===== config.mk =====
export PLATFORM = sky130hd
export DESIGN_NAME = pattern_detector_param
export DESIGN_NICKNAME = d
export VERILOG_FILES = /design/src/rtl/pattern_detector_param.sv
export SDC_FILE = /design/constraint.sdc
export NUM_CORES = 1
export LEC_CHECK = 0
export ABC_CLOCK_PERIOD_IN_PS = 1750
export BUFFER_PORTS_ARGS = -buffer_cell sky130_fd_sc_hd__buf_2
export CORE_AREA = 2 2 54 56
export DETAILED_ROUTE_END_ITERATION = 10
export DIE_AREA = 0 0 56 58
export PLACE_DENSITY = 0.57
export SYNTH_ARGS = -nofsm -noshare
export SYNTH_HDL_FRONTEND = slang
export SYNTH_SLANG_ARGS = --single-unit
export TNS_END_PERCENT = 10

===== constraint.sdc =====
create_clock -name clk -period 1.75 [get_ports clk]
set_clock_uncertainty 0.05 [all_clocks]
set_input_delay 0.35 -clock clk [delete_from_list [all_inputs] [get_ports clk]]
set_output_delay 0.35 -clock clk [all_outputs]
set_load 0.01 [all_outputs]

===== src/rtl/pattern_detector_param.sv =====
// Serial pattern detector with a loadable PAT_W-bit pattern, selectable
// overlapping/non-overlapping matching and a saturating match counter.
// The newest serial bit enters hist[0]; pat[PAT_W-1] is the oldest bit.
module pattern_detector_param #(
    parameter int                 PAT_W     = 3,
    parameter logic [PAT_W-1:0]   RESET_PAT = PAT_W'(3'b101),
    parameter int                 CNT_W     = 8
) (
    input  logic             clk,
    input  logic             rst_n,
    input  logic             en,
    input  logic             din,
    input  logic             overlap,
    input  logic             pat_load,
    input  logic [PAT_W-1:0] pat_in,
    input  logic             cnt_clr,
    output logic             dout,
    output logic [CNT_W-1:0] match_cnt,
    output logic             cnt_sat,
    output logic             armed
);

    localparam int FILL_W = $clog2(PAT_W + 1);
    localparam logic [FILL_W-1:0] FILL_FULL = FILL_W'(PAT_W);
    localparam logic [CNT_W-1:0]  CNT_MAX   = '1;

    typedef enum logic {
        FILL  = 1'b0,
        ARMED = 1'b1
    } state_t;

    state_t             state, state_next;
    logic [FILL_W-1:0]  fill, fill_next, fill_inc;
    logic [PAT_W-1:0]   hist, hist_next, hist_shift;
    logic [PAT_W-1:0]   pat, pat_next;
    logic [CNT_W-1:0]   cnt_next;
    logic               sat_next;
    logic               match;

    // Next-state logic: history shift, fill tracking, pattern load and match detection.
    always_comb begin
        // NOTE: every signal gets a default before any branch so no path leaves
        // it unassigned; otherwise synthesis infers a latch to hold the old value.
        hist_next  = hist;
        fill_next  = fill;
        pat_next   = pat;
        match      = 1'b0;
        hist_shift = {hist[PAT_W-2:0], din};
        fill_inc   = (fill == FILL_FULL) ? fill : fill + FILL_W'(1);

        if (pat_load) begin
            // A load restarts matching from scratch; this cycle's sample is dropped.
            pat_next  = pat_in;
            hist_next = '0;
            fill_next = '0;
        end else if (en) begin
            hist_next = hist_shift;
            fill_next = fill_inc;
            match     = (hist_shift == pat) && (fill_inc == FILL_FULL);
            // Non-overlapping mode needs PAT_W fresh samples before the next match.
            if (match && !overlap) begin
                fill_next = '0;
            end
        end

        state_next = (fill_next == FILL_FULL) ? ARMED : FILL;
    end

    // Counter next-state: clear wins over hold, but a coincident match still counts.
    always_comb begin
        cnt_next = match_cnt;
        sat_next = cnt_sat;
        if (cnt_clr) begin
            cnt_next = match ? CNT_W'(1) : '0;
            sat_next = 1'b0;
        end else if (match) begin
            if (match_cnt != CNT_MAX) begin
                cnt_next = match_cnt + CNT_W'(1);
            end
            sat_next = cnt_sat | (cnt_next == CNT_MAX);
        end
    end

    // State register with synchronous active-low reset; all outputs come from here.
    always_ff @(posedge clk) begin
        // NOTE: sequential state uses non-blocking assignments so every register
        // samples the pre-edge values, independent of statement order.
        if (!rst_n) begin
            state     <= FILL;
            fill      <= '0;
            hist      <= '0;
            pat       <= RESET_PAT;
            dout      <= 1'b0;
            match_cnt <= '0;
            cnt_sat   <= 1'b0;
        end else begin
            state     <= state_next;
            fill      <= fill_next;
            hist      <= hist_next;
            pat       <= pat_next;
            dout      <= match;
            match_cnt <= cnt_next;
            cnt_sat   <= sat_next;
        end
    end

    assign armed = (state == ARMED);

endmodule


==> results.py <==
metrics = {
    "worst_setup_path": {
        "timing.critical_path.buf_inv": 0,
        "cp-start-kind": "flip-flop",
        "worst_r2r_path_depth": 4,
        "critical_path_required_ps": 1900,
        "rr_startpoint": "pat[2]$_SDFFE_PN1P_",
        "crit_arrival_ps": 1820,
        "crit_type": "reg -> reg",
        "r2r_setup_slack_ps": 80,
        "top_delay_family_on_crit_path": "simple AND/OR/NAND/NOR gates",
        "worstPathMaxFanout": 6,
        "critPathCaptureType": "flip-flop",
        "worst_path_largest_cell_delay_ps": 590,
        "timing.critical_path.cells": "xor2_1 -> or4_4 -> nor4_1 -> a211oi_1",
        "crit-reg2reg-capture": "match_cnt[7]$_SDFFE_PN0P_",
        "cp_slowest_cell": "sky130_fd_sc_hd__or4_4",
    },
    "timing": {
        "actual_slew_at_the_worst_max_slew_pin_ps": 395,
        "rsz0062_at_grt": "false",
        "finalHoldWorstSlack_ps": 199,
        "timing.final.hold_violations": 0,
        "slew-limit-headroom_pct": 73.3,
        "period_needed_ps": 1670,
        "setup_viol_count_final": 0,
        "fin_crit_sh_pct": 95.6,
        "drv_slew": 0,
        "maxClockFrequency_mhz": 598,
    },
    "power_and_ir_drop": {
        "cellInternalPower_uw": 576,
        "power_frac_seq_pct": 55.9,
        "power_switching_uw": 177,
        "max-vdd-ir-drop_uv": 402,
        "p_leak_uw": 0.000464,
        "pwr-share-clk_pct": 36.0,
        "p_comb_share_pct": 8.1,
        "swShare_pct": 23.5,
        "power.density_cell_area_mw_per_mm2": 646,
    },
    "routing": {
        "final_antenna_violating_net_count": 0,
        "routedWlPerCell_um": 13.1,
        "dr.first_iter.drc_count": 23,
        "drt-total-wl_um": 2200,
        "drc": 0,
        "vias": 881,
        "drt_pre_antenna_iters": 4,
        "post_drt_via_cell_ratio": 5.24,
    },
    "yosys": {
        "synth_compound_gate_area_share_pct": 18.4,
        "synthesis.area_per_instance_um2": 8.51,
        "ys.warnings.count": 0,
        "ys_async_sr_fraction_pct": 0,
        "synthesis.nets": 117,
        "synth_top_family_by_area": "simple AND/OR/NAND/NOR gates",
        "yosys.area_share.adder_pct": 1.39,
        "post_synth_mux_area_share_pct": 5.55,
        "synthXorXnorAreaFrac_pct": 3.88,
        "postSynth.topFlopCell": "sky130_fd_sc_hd__dfxtp_1",
        "synth_enable_flop_cells": 0,
        "netlist-cell-type-count": 34,
        "synth_sequential_area_ratio_pct": 39.9,
        "post_synth_instance_area_um2": 902,
        "postSynthRegisterBits": 18,
        "post_synth_inst_count": 106,
        "synth-simple-area-share_pct": 26.2,
    },
    "flow_run": {
        "max_cap_violations": 0,
    },
    "placed_design": {
        "post-dp-hpwl_um": 1660,
        "gpl.final_weighted_congestion": 0.850,
        "portBuffers": 20,
    },
    "floorplan": {
        "initial_core_utilization_pct": 33.9,
        "placementRows": 19,
        "core_area_mm2": 0.00266,
        "die_boundary_width_um": 56,
        "area_of_the_die_mm2": 0.00325,
        "ioPinCount": 21,
        "chipHeight_um": 58,
    },
    "global_route": {
        "global_route.usage.total_pct": 14.9,
        "grt_max_degree": 11,
        "global_route_wire_length_before_repair_um": 3700,
        "gr-total-overflow": 0,
        "grt_pass1_vias": 828,
        "antenna_found_initial": 0,
    },
    "layout": {
        "final_layout_size_suffix_gt1_share_pct": 31.4,
        "final_cell_mix": "sky130_fd_sc_hd__buf_2 (20), sky130_fd_sc_hd__dfxtp_1 (18), sky130_fd_sc_hd__buf_4 (12)",
        "synthToLayoutAreaGrowth_pct": 29.3,
        "final_common_cell": "sky130_fd_sc_hd__buf_2",
        "ant_cells": 0,
        "finish.net_count": 149,
        "fillCellCount": 297,
        "postLayoutCoreUtil_pct": 43.8,
    },
    "clock_tree": {
        "clock_tree_from_tritoncts": "built",
        "htree_levels": 1,
        "cts_root_buffer": "sky130_fd_sc_hd__clkbuf_4",
        "clkTransAtPathRegs_ps": 110,
        "cts_setup_buffers": 0,
        "cts-resized-gates": 2,
        "cts-buffers-inserted": 3,
        "clock_sink_count": 18,
        "post_cts_hold_buffer_count": 0,
        "cts_buffer_depth": 2,
        "worst_skew_pair.late_latency_ps": 310,
    },
    "hold_path": {
        "hold-path-endpoint": "pat[2]$_SDFFE_PN1P_",
        "min_delay_path_depth": 3,
        "worst_hold_check_path_type": "in -> reg",
        "worst_hold_startpoint": "pat_in[2]",
    },
    "run_status": {
        "outcome": "complete, no violations",
    },
}
[cell usage after synthesis (all sizes together), types with 4 or more instances]
master,number,share of area (%)
nor3,4,2.2
dfxtp,18,40
xor2,4,3.9
inv,5,2.1
nand2,8,3.3
a21oi,5,2.8
mux2i,5,5.5
nor2,10,4.2
nand3b,4,3.3
[cell families (layout without fill, tap and decap cells)]
logic type	Yosys count	count (layout)
multiplexers	5	5
XOR/XNOR	4	4
flip-flops	18	18
buffers and inverters	10	41
adder cells (fa/ha/maj)	1	1
AO/OA/AOI/OAI	24	24
AND/OR/NAND/NOR	44	44
[power by group through the flow]
stage | Combinational, uW | Sequential (uW) | Clock (uW)
3_5_place_dp | 60.4 | 431 | 0
3_3_place_gp | 58.4 | 430 | 0
2_1_floorplan | 31.7 | 429 | 0
6_report | 60.8 | 421 | 271
4_1_cts | 61.2 | 421 | 276
5_1_grt | 67.1 | 423 | 295
[how the worst max path moves through the flow]
stage,from,endpoint,cells after the start
after global placement,din,match_cnt[5]$_SDFFE_PN0P_,5
after CTS,pat[2]$_SDFFE_PN1P_,match_cnt[7]$_SDFFE_PN0P_,4
final,pat[2]$_SDFFE_PN1P_,match_cnt[7]$_SDFFE_PN0P_,4
after global routing,pat[2]$_SDFFE_PN1P_,cnt_sat$_SDFFE_PP0P_,4
after detailed placement,din,match_cnt[5]$_SDFFE_PN0P_,5
after floorplan,pat_load,match_cnt[7]$_SDFFE_PN0P_,6
[area by class of cell]
class | count | area [um^2] | area share (%)
Clock buffer | 4 | 36.3 | 3.11
Inverter | 5 | 18.8 | 1.61
Multi-Input combinational cell | 78 | 522 | 44.7
Sequential cell | 18 | 360 | 30.9
Tap cell | 31 | 38.8 | 3.33
Timing Repair Buffer | 32 | 190 | 16.3
[registers in the layout, summed over array words and instances, names as in the netlist]
signal     count
match_cnt      8
pat            3
fill           2
hist           2
armed          1
cnt_sat        1
dout           1
[routing by layer]
layer / part of all wire [%] / GRT usage (%) / vias to the layer above
li1: - / - / 447
met1: 47 / 19.6 / 390
met2: 42 / 21.7 / 39
met3: 8.0 / 4.46 / 5
met4: 2.4 / 9.18 / 0
met5: 0 / 0 / -
[worst reg2reg max path, stage by stage, from the launching register on]
cell	delay, ps
sky130_fd_sc_hd__dfxtp_1	340
sky130_fd_sc_hd__xor2_1	170
sky130_fd_sc_hd__or4_4	590
sky130_fd_sc_hd__nor4_1	300
sky130_fd_sc_hd__a211oi_1	110
[per-stage QoR]
step           setup slack, ps  setup TNS (ps)  std cells  instance area [um^2]  power (uW)
2_1_floorplan             17.3               0        106                   907         461
3_3_place_gp             -79.0            -434        164                  1110         489
3_5_place_dp              -130            -673        164                  1110         491
4_1_cts                   70.8               0        168                  1160         759
5_1_grt                   9.08               0        168                  1170         785
6_report                  76.7               0        168                  1170         753
(Power assumes the default switching activity.)
